**src/rtl/wire_test_seq.sv**
```systemverilog
// wire_test_seq: drives a Gray-code walk over an N-channel wire bundle and
// checks the looped-back response after a fixed latency, counting mismatches.
module wire_test_seq #(
    parameter int unsigned     WIDTH   = 2,
    parameter int unsigned     HOLD    = 20,
    parameter int unsigned     LAT     = 1,
    parameter logic [WIDTH-1:0] EXP_XOR = '0
) (
    input  logic             clk,
    input  logic             rst,
    input  logic             start,
    input  logic [WIDTH-1:0] resp,
    output logic [WIDTH-1:0] stim,
    output logic             busy,
    output logic             done,
    output logic             pass,
    output logic [15:0]      err_count,
    output logic [7:0]       first_fail_step,
    output logic [7:0]       step_idx
);

    localparam int unsigned SW = WIDTH + 1;
    localparam int unsigned CW = 16;
    localparam logic [SW-1:0] LAST_STEP = SW'(2 ** WIDTH);
    localparam logic [CW-1:0] HOLD_M1   = CW'(HOLD - 1);
    localparam logic [CW:0]   LAT_W     = (CW + 1)'(LAT);
    localparam logic [15:0]   ERR_MAX   = 16'hFFFF;
    localparam logic [7:0]    NO_FAIL   = 8'hFF;

    localparam logic [1:0] S_IDLE = 2'd0;
    localparam logic [1:0] S_RUN  = 2'd1;
    localparam logic [1:0] S_DONE = 2'd2;

    logic [1:0]       state, state_nxt;
    logic [CW-1:0]    cnt, cnt_nxt;
    logic [SW-1:0]    step, step_nxt;
    logic [WIDTH-1:0] stim_nxt;
    logic             busy_nxt, done_nxt;
    logic [15:0]      err_nxt;
    logic [7:0]       ffs_nxt;
    logic             cmp_en_c;

    // Gray code of the step index taken modulo 2^WIDTH, so the final step
    // (index 2^WIDTH) maps to the all-zero return step.
    function automatic logic [WIDTH-1:0] gray(input logic [SW-1:0] s);
        logic [WIDTH-1:0] t;
        t = WIDTH'(s);
        return t ^ (t >> 1);
    endfunction

    // Compare window opens LAT cycles into each step.
    assign cmp_en_c = (((CW + 1)'(cnt) + (CW + 1)'(1)) > LAT_W);

    // Next-state, step timing, compare and output next values.
    always_comb begin
        state_nxt = state;
        cnt_nxt   = cnt;
        step_nxt  = step;
        err_nxt   = err_count;
        ffs_nxt   = first_fail_step;
        case (state)
            S_IDLE, S_DONE: begin
                if (start) begin
                    state_nxt = S_RUN;
                    cnt_nxt   = '0;
                    step_nxt  = '0;
                    err_nxt   = '0;
                    ffs_nxt   = NO_FAIL;
                end
            end
            S_RUN: begin
                if (cnt == HOLD_M1) begin
                    cnt_nxt = '0;
                    if (step == LAST_STEP) begin
                        state_nxt = S_DONE;
                    end else begin
                        step_nxt = step + SW'(1);
                    end
                end else begin
                    cnt_nxt = cnt + CW'(1);
                end
                if (cmp_en_c && (resp != (gray(step) ^ EXP_XOR))) begin
                    if (err_count != ERR_MAX) begin
                        err_nxt = err_count + 16'd1;
                    end
                    if (err_count == 16'd0) begin
                        ffs_nxt = 8'(step);
                    end
                end
            end
            default: begin
                state_nxt = S_IDLE;
            end
        endcase
        busy_nxt = (state_nxt == S_RUN);
        done_nxt = (state_nxt == S_DONE);
        stim_nxt = (state_nxt == S_RUN) ? gray(step_nxt) : '0;
    end

    // State and output registers with synchronous reset.
    always_ff @(posedge clk) begin
        if (rst) begin
            state           <= S_IDLE;
            cnt             <= '0;
            step            <= '0;
            stim            <= '0;
            busy            <= 1'b0;
            done            <= 1'b0;
            err_count       <= '0;
            first_fail_step <= NO_FAIL;
        end else begin
            state           <= state_nxt;
            cnt             <= cnt_nxt;
            step            <= step_nxt;
            stim            <= stim_nxt;
            busy            <= busy_nxt;
            done            <= done_nxt;
            err_count       <= err_nxt;
            first_fail_step <= ffs_nxt;
        end
    end

    assign pass     = done & (err_count == 16'd0);
    assign step_idx = 8'(step);

endmodule

```
**config.mk**
```make
export PLATFORM = sky130hd
export DESIGN_NAME = wire_test_seq
export DESIGN_NICKNAME = d
export VERILOG_FILES = /design/src/rtl/wire_test_seq.sv
export SDC_FILE = /design/constraint.sdc
export NUM_CORES = 1
export LEC_CHECK = 0
export BUFFER_PORTS_ARGS = -buffer_cell sky130_fd_sc_hd__buf_2
export CAP_MARGIN = 15
export CORE_MARGIN = 2
export CORE_UTILIZATION = 34
export DETAILED_ROUTE_END_ITERATION = 8
export GPL_TIMING_DRIVEN = 0
export PLACE_DENSITY = 0.48
export SETUP_SLACK_MARGIN = 0.5
export SLEW_MARGIN = 20
export SYNTH_ARGS = -nofsm -noshare
export SYNTH_HDL_FRONTEND = slang
export SYNTH_SLANG_ARGS = --single-unit
```
**constraint.sdc**
```tcl
create_clock -name clk -period 3.8 [get_ports clk]
set_clock_uncertainty 0.2 [all_clocks]
set_input_delay 0.38 -clock clk [delete_from_list [all_inputs] [get_ports clk]]
set_output_delay 0.38 -clock clk [all_outputs]
set_load 0.01 [all_outputs]
```
==> results of run 1 <==
[final cells by class]
| cell class | instances | area, um2 |
|---|---|---|
| clock inverters | 2 | 37.5 |
| flip-flops and latches | 45 | 903 |
| clock buffers | 6 | 82.6 |
| fillers | 853 | 4600 |
| inverters | 9 | 33.8 |
| repair buffers | 36 | 180 |
| well taps | 102 | 128 |
| plain buffers | 30 | 171 |
| multi-input cells | 273 | 1670 |
[state kept, by name, indices dropped and copies added, names as in the netlist]
register and flops:
cnt 16, state 2, done 1, first_fail_step 4, err_count 16, step 3, stim 2, busy 1
[cells by family after synthesis]
family | after synthesis | share of synthesized area [%]
and+or+nand+nor | 166 | 34.3
AOI/OAI and AO/OA | 85 | 19.2
DFF | 45 | 32.6
buffers and inverters | 39 | 7.43
xor gates and xnor gates | 8 | 2.54
adders and majority gates | 6 | 2.72
muxes | 3 | 1.09
other | 1 | 0.136
[worst max-delay path: cells and delay by family, from the launching register on]
family	cells	cell delay [ps]
simple gates	4	1340
fa+ha+maj	1	300
buf+inv	1	260
compound gates	2	360
flops	1	430
mux	1	150
[cell usage in the layout, fill, tap and decap left out, types with 10 or more instances in the layout]
| cell | synthesis | final |
|---|---|---|
| nand4_1 | 10 | 10 |
| clkbuf_1 | 11 | 11 |
| nand2_1 | 32 | 32 |
| o21ai_0 | 24 | 24 |
| or3_1 | 19 | 19 |
| nor2_1 | 31 | 31 |
| buf_2 | 8 | 44 |
| nor3_1 | 14 | 14 |
| a21oi_1 | 27 | 27 |
| dfxtp_1 | 45 | 43 |
[layer usage]
| metal | vias up | routed length [um] |
|---|---|---|
| met3 | 7 | 302 |
| met1 | 1228 | 3900 |
| met4 | 0 | 67 |
| li1 | 1368 | - |
| met2 | 65 | 3200 |
| met5 | - | 0 |
[worst paths after layout]
| check | end | slack (ps) | depth (start not counted) |
|---|---|---|---|
| hold reg to reg | first_fail_step[6] | 310 | 2 |
| hold / removal | first_fail_step[6] | 210 | 3 |
| setup reg to reg | err_count[0] | 660 | 9 |
| setup / recovery | err_count[0] | 660 | 9 |
[per-stage QoR]
stage          instances  power (W)
2_1_floorplan        357   0.000557
3_3_place_gp         495   0.000591
3_5_place_dp         495   0.000592
4_1_cts              503   0.000990
5_1_grt              503    0.00102
6_report             503   0.000978
[what timing repair did]
item	CTS	global route
setup endpoints to repair	4	21
resized for setup	1	2
gates cloned	0	0
[power by group]
group / switching, W / internal, W
clock: 0.000183 / 0.000214
combinational: 0.0000668 / 0.0000323
sequential: 0.00000583 / 0.000476
==> flow_metrics.py, run 1 <==
metrics = {
    "status": {
        "status": "finished, final reports clean",
    },
    "min_path": {
        "worstHoldStart": "rst",
        "hold_path.class": "input pin to register",
    },
    "die": {
        "die_h_um": 94.1,
        "die_w_um": 94.1,
        "io_pins": 42,
        "die_area_um2": 8850,
        "initial_utilization_pct": 35.4,
        "fp-row-count": 32,
        "fp.coreArea_um2": 7810,
    },
    "synth": {
        "yosysSeqAreaShare_pct": 32.6,
        "yosysTopAreaCellShare_pct": 32.6,
        "syn-mean-instance-area_um2": 7.82,
        "synth-edff-count": 0,
        "yosys.area.top_type": "dfxtp_1",
        "synth_common_cells": "dfxtp_1 (45), nand2_1 (32), nor2_1 (31)",
        "ys_warn_count": 0,
        "synth_cell_type_count": 52,
        "yosysMostFrequentCell": "dfxtp_1",
        "synth_ff_type": "dfxtp_1",
        "async_flop_share_pct": 0,
        "syn_area_um2": 2760,
        "ys_ff_latch": 45,
        "synth.area.top_cells": "dfxtp_1 (33%), a21oi_1 (4.9%), o21ai_0 (4.4%), nand2_1 (4.4%), or3_1 (4.3%)",
        "synth_cells": 353,
    },
    "run": {
        "max_cap_violations": 0,
    },
    "clocking": {
        "cts_root_buf": "clkbuf_8",
        "post_cts_buffers": 0,
        "clock_latency_ps": 310,
        "cts.clk_slew.worst_paths_ps": 100,
        "htreeDepth": 2,
        "cts_made_buffers": 5,
        "hold_buffers": 0,
        "clock_sinks": 45,
        "clockBufferDepth": 2,
        "cts_tree": "done",
    },
    "timing": {
        "timing.slew.headroom_pct": 61.8,
        "finalHoldViolCount": 0,
        "tns_ps": 0,
        "slew_violations": 0,
        "rsz0062_at_grt": "no",
        "setup_ws_ps": 659,
        "timing.final.crit_share_pct": 82.6,
        "hold_ws_ps": 212,
        "worst_pin_slew_ps": 573,
        "fmax_ghz": 0.318,
        "min_period_ps": 3140,
        "setup-violations-final": 0,
    },
    "pwr": {
        "p_per_area_nw_per_um2": 305,
        "peakVddDrop_mv": 0.159,
        "leakagePower_nw": 1.23,
    },
    "drt": {
        "wl_per_cell_um": 14.8,
        "viasPerCell": 5.30,
        "drtIter0Drc": 91,
        "antenna_left": 0,
        "vias": 2668,
        "first_pass_iters": 4,
        "drc": 0,
        "routed_wl_mm": 7.47,
    },
    "placed_design": {
        "gp_congestion": 0.800,
        "post-dp-hpwl_mm": 5.37,
        "io_buffers": 36,
        "place_area_um2": 3080,
        "post-place-ws_ps": 489,
    },
    "layout": {
        "final_core_util_pct": 41.1,
        "n_antenna_cell": 0,
        "drive_gt1_share_pct": 20.2,
        "fin_area_um2": 3210,
        "final_net_count": 411,
        "areaGrowthSynthToFinish_pct": 16.2,
    },
    "grt": {
        "grt_pass1_vias": 2414,
        "antenna_found_initial": 0,
        "busiest_layer": "met2",
        "met1_usage_pct": 26.3,
        "grtUsageMet2_pct": 26.8,
        "grt_usage_pct": 17.5,
        "grt_max_degree": 15,
        "grt-ovfl-total": 0,
        "grt_pass1_wl_mm": 12.4,
        "grt_use_met3_pct": 2.33,
    },
    "critical_path": {
        "r2r_start": "cnt[0]",
        "worstSetupPathType": "register to register",
        "cp-startpoint": "cnt[0]",
        "path_cells": "ha_2 -> nand4_1 -> or4_1 -> mux2i_1 -> or4_4 -> o21bai_4 -> buf_2 -> nand2b_1 -> o22ai_1",
        "cp-end-kind": "register",
        "cpPeakStageDelay_ps": 570,
        "critPathRequiredTime_ps": 3800,
        "start_kind": "register",
        "crit_path_max_fanout": 10,
        "arrival_ps": 3140,
        "cpMaxStageDelayCell": "or4_1",
    },
}
Power figures use the tool's default switching activity.
==> inputs of run 2 (changes only) <==
Clock period 3.8 ns to 3 ns, I/O delays scaled along.
==> run 2 against run 1 <==
Effect of this change:
- setup slack lost 350 ps
- sequential share of layout area is 1.3 points lower
- first-iteration DRC count down 9.9%
- final area rose by 6.0%
- cell count up 2.2%
- core utilization is 2.5 points higher
- clock-buffer cell count rose by 2
- via count up 3.1%
- critical path type unchanged
==> flow_metrics.py, run 2 (synthesis results as in run 1) <==
metrics = {
    "critical_path": {
        "cp-end-kind": "register",
        "path_cells": "ha_4 -> nand4_1 -> or4_4 -> mux2i_1 -> or4_4 -> o21bai_4 -> buf_6 -> buf_8 -> a22oi_1 -> o21a_1",
        "rr_worst_depth": 10,
        "cpPeakStageDelay_ps": 510,
        "crit_top_cell": "or4_4",
        "crit_path_max_fanout": 10,
        "arrival_ps": 2690,
        "start_kind": "register",
        "cpMaxStageDelayCell": "or4_4",
        "critPathRequiredTime_ps": 3010,
        "worstSetupPathType": "register to register",
    },
    "grt": {
        "antenna_found_initial": 0,
        "grt-ovfl-total": 0,
        "grt_usage_pct": 18.3,
        "grtUsageMet2_pct": 29.3,
        "grt_max_degree": 14,
        "busiest_layer": "met2",
        "grt_pass1_wl_mm": 12.9,
        "grt_pass1_vias": 2526,
        "grt_use_met3_pct": 2.97,
        "met1_usage_pct": 25.7,
    },
    "drt": {
        "antenna_left": 0,
        "drtIter0Drc": 82,
        "first_pass_iters": 4,
        "drc": 0,
        "vias": 2752,
        "viasPerCell": 5.35,
        "wl_per_cell_um": 14.9,
        "routed_wl_mm": 7.64,
    },
    "pwr": {
        "swShare_pct": 26.2,
        "peakVddDrop_mv": 0.204,
        "switchingPower_w": 0.000316,
        "p_per_area_nw_per_um2": 355,
        "pwr-share-clk_pct": 38.1,
        "leakagePower_nw": 1.35,
        "p_seq_share_pct": 50.3,
        "intPower_w": 0.000891,
        "power_frac_comb_pct": 11.6,
    },
    "die": {
        "fp-row-count": 32,
        "die_w_um": 94.1,
        "die_h_um": 94.1,
        "fp.coreArea_um2": 7810,
        "die_area_um2": 8850,
        "initial_utilization_pct": 35.4,
        "io_pins": 42,
    },
    "layout": {
        "final_cell_mix": "dfxtp_1 (39), buf_2 (37), nor2_1 (31), nand2_1 (31), a21oi_1 (27)",
        "final_net_count": 422,
        "drive_gt1_share_pct": 26.7,
        "mostFrequentLayoutCell": "dfxtp_1",
        "final_core_util_pct": 43.6,
        "n_antenna_cell": 0,
        "finalNonFillerCells": 514,
        "areaGrowthSynthToFinish_pct": 23.3,
        "fillers": 849,
        "top_regs": "cnt (16), err_count (16), first_fail_step (4)",
    },
    "timing": {
        "timing.slew.headroom_pct": 61.5,
        "worst_pin_slew_ps": 575,
        "timing.final.crit_share_pct": 89.6,
        "fmax_ghz": 0.372,
        "setup-violations-final": 0,
        "rsz0062_at_grt": "yes",
        "finalHoldViolCount": 0,
        "tns_ps": 0,
        "slew_violations": 0,
        "min_period_ps": 2690,
    },
    "clocking": {
        "cts.clk_slew.worst_paths_ps": 90,
        "cts_tree": "done",
        "clockBufferDepth": 2,
        "cts_made_buffers": 5,
        "htreeDepth": 2,
        "hold_buffers": 0,
        "cts_root_buf": "clkbuf_8",
        "clock_sinks": 45,
        "clock_latency_ps": 300,
    },
    "placed_design": {
        "dp.cells": 495,
        "post-dp-hpwl_mm": 5.40,
        "gp_congestion": 0.808,
        "io_buffers": 36,
    },
    "run": {
        "max_cap_violations": 0,
    },
    "min_path": {
        "whs_path_depth": 3,
        "hold_path.class": "input pin to register",
    },
    "status": {
        "status": "finished, final reports clean",
    },
}
## run 2: changes by cell type in the layout (fill, tap and decap cells not counted), sizes merged
cell      delta
clkbuf       +7
clkinvlp     -1
bufinv       -1
buf          +6
## run 2: layout make-up
class | instances | area, um2 | share of cell area [%]
sequential | 45 | 913 | 26.8
inverter | 9 | 33.8 | 0.993
multi-input combinational | 273 | 1740 | 51.2
tap | 102 | 128 | 3.75
buffer | 30 | 206 | 6.07
clock buffer | 8 | 111 | 3.27
timing repair buffer | 47 | 267 | 7.83
## run 2: final timing paths
check,start,end,slack [ps]
worst max-delay path,cnt[1],first_fail_step[1],310
worst min-delay path,rst,first_fail_step[6],140
worst max register to register,cnt[1],first_fail_step[1],310
worst min register to register,first_fail_step[6],first_fail_step[6],310
## run 2: what timing repair did
action | CTS | global route
gates resized for setup | 9 | 27
hold endpoints to repair | 0 | 0
setup endpoints to repair | 31 | 24
setup buffers | 9 | 2
pin swaps | 4 | 8
cloned | 0 | 0
## run 2: critical path: cells and delay by family (launching register included)
kind                       cells  cell delay, ps
AOI/OAI and AO/OA              3             380
adders and majority gates      1             150
buffers and inverters          2             270
DFF                            1             370
muxes                          1             140
and+or+nand+nor                3            1070
## run 2: power groups by stage
stage	sequential (W)	clock [W]	combinational [W]
floorplan	0.000624	0	0.0000824
global placement	0.000624	0	0.000125
detailed placement	0.000624	0	0.000124
CTS	0.000607	0.000475	0.000137
global route	0.000608	0.000503	0.000156
finish	0.000607	0.000460	0.000140
## run 2: per-layer routing
metal	up-vias	part of all wire, %
li1	1390	-
met1	1300	51
met2	54	44
met3	8	3.8
met4	0	1.2
met5	-	0
## run 2: per-stage QoR
step	hold slack, ps	total power (W)	cell area (um2)	worst slack [ps]
finish	139	0.00121	3400	312
global route	170	0.00127	3400	202
CTS	137	0.00122	3310	229
detailed placement	304	0.000748	3110	47.3
global placement	294	0.000749	3110	88.6
floorplan	249	0.000706	2800	361
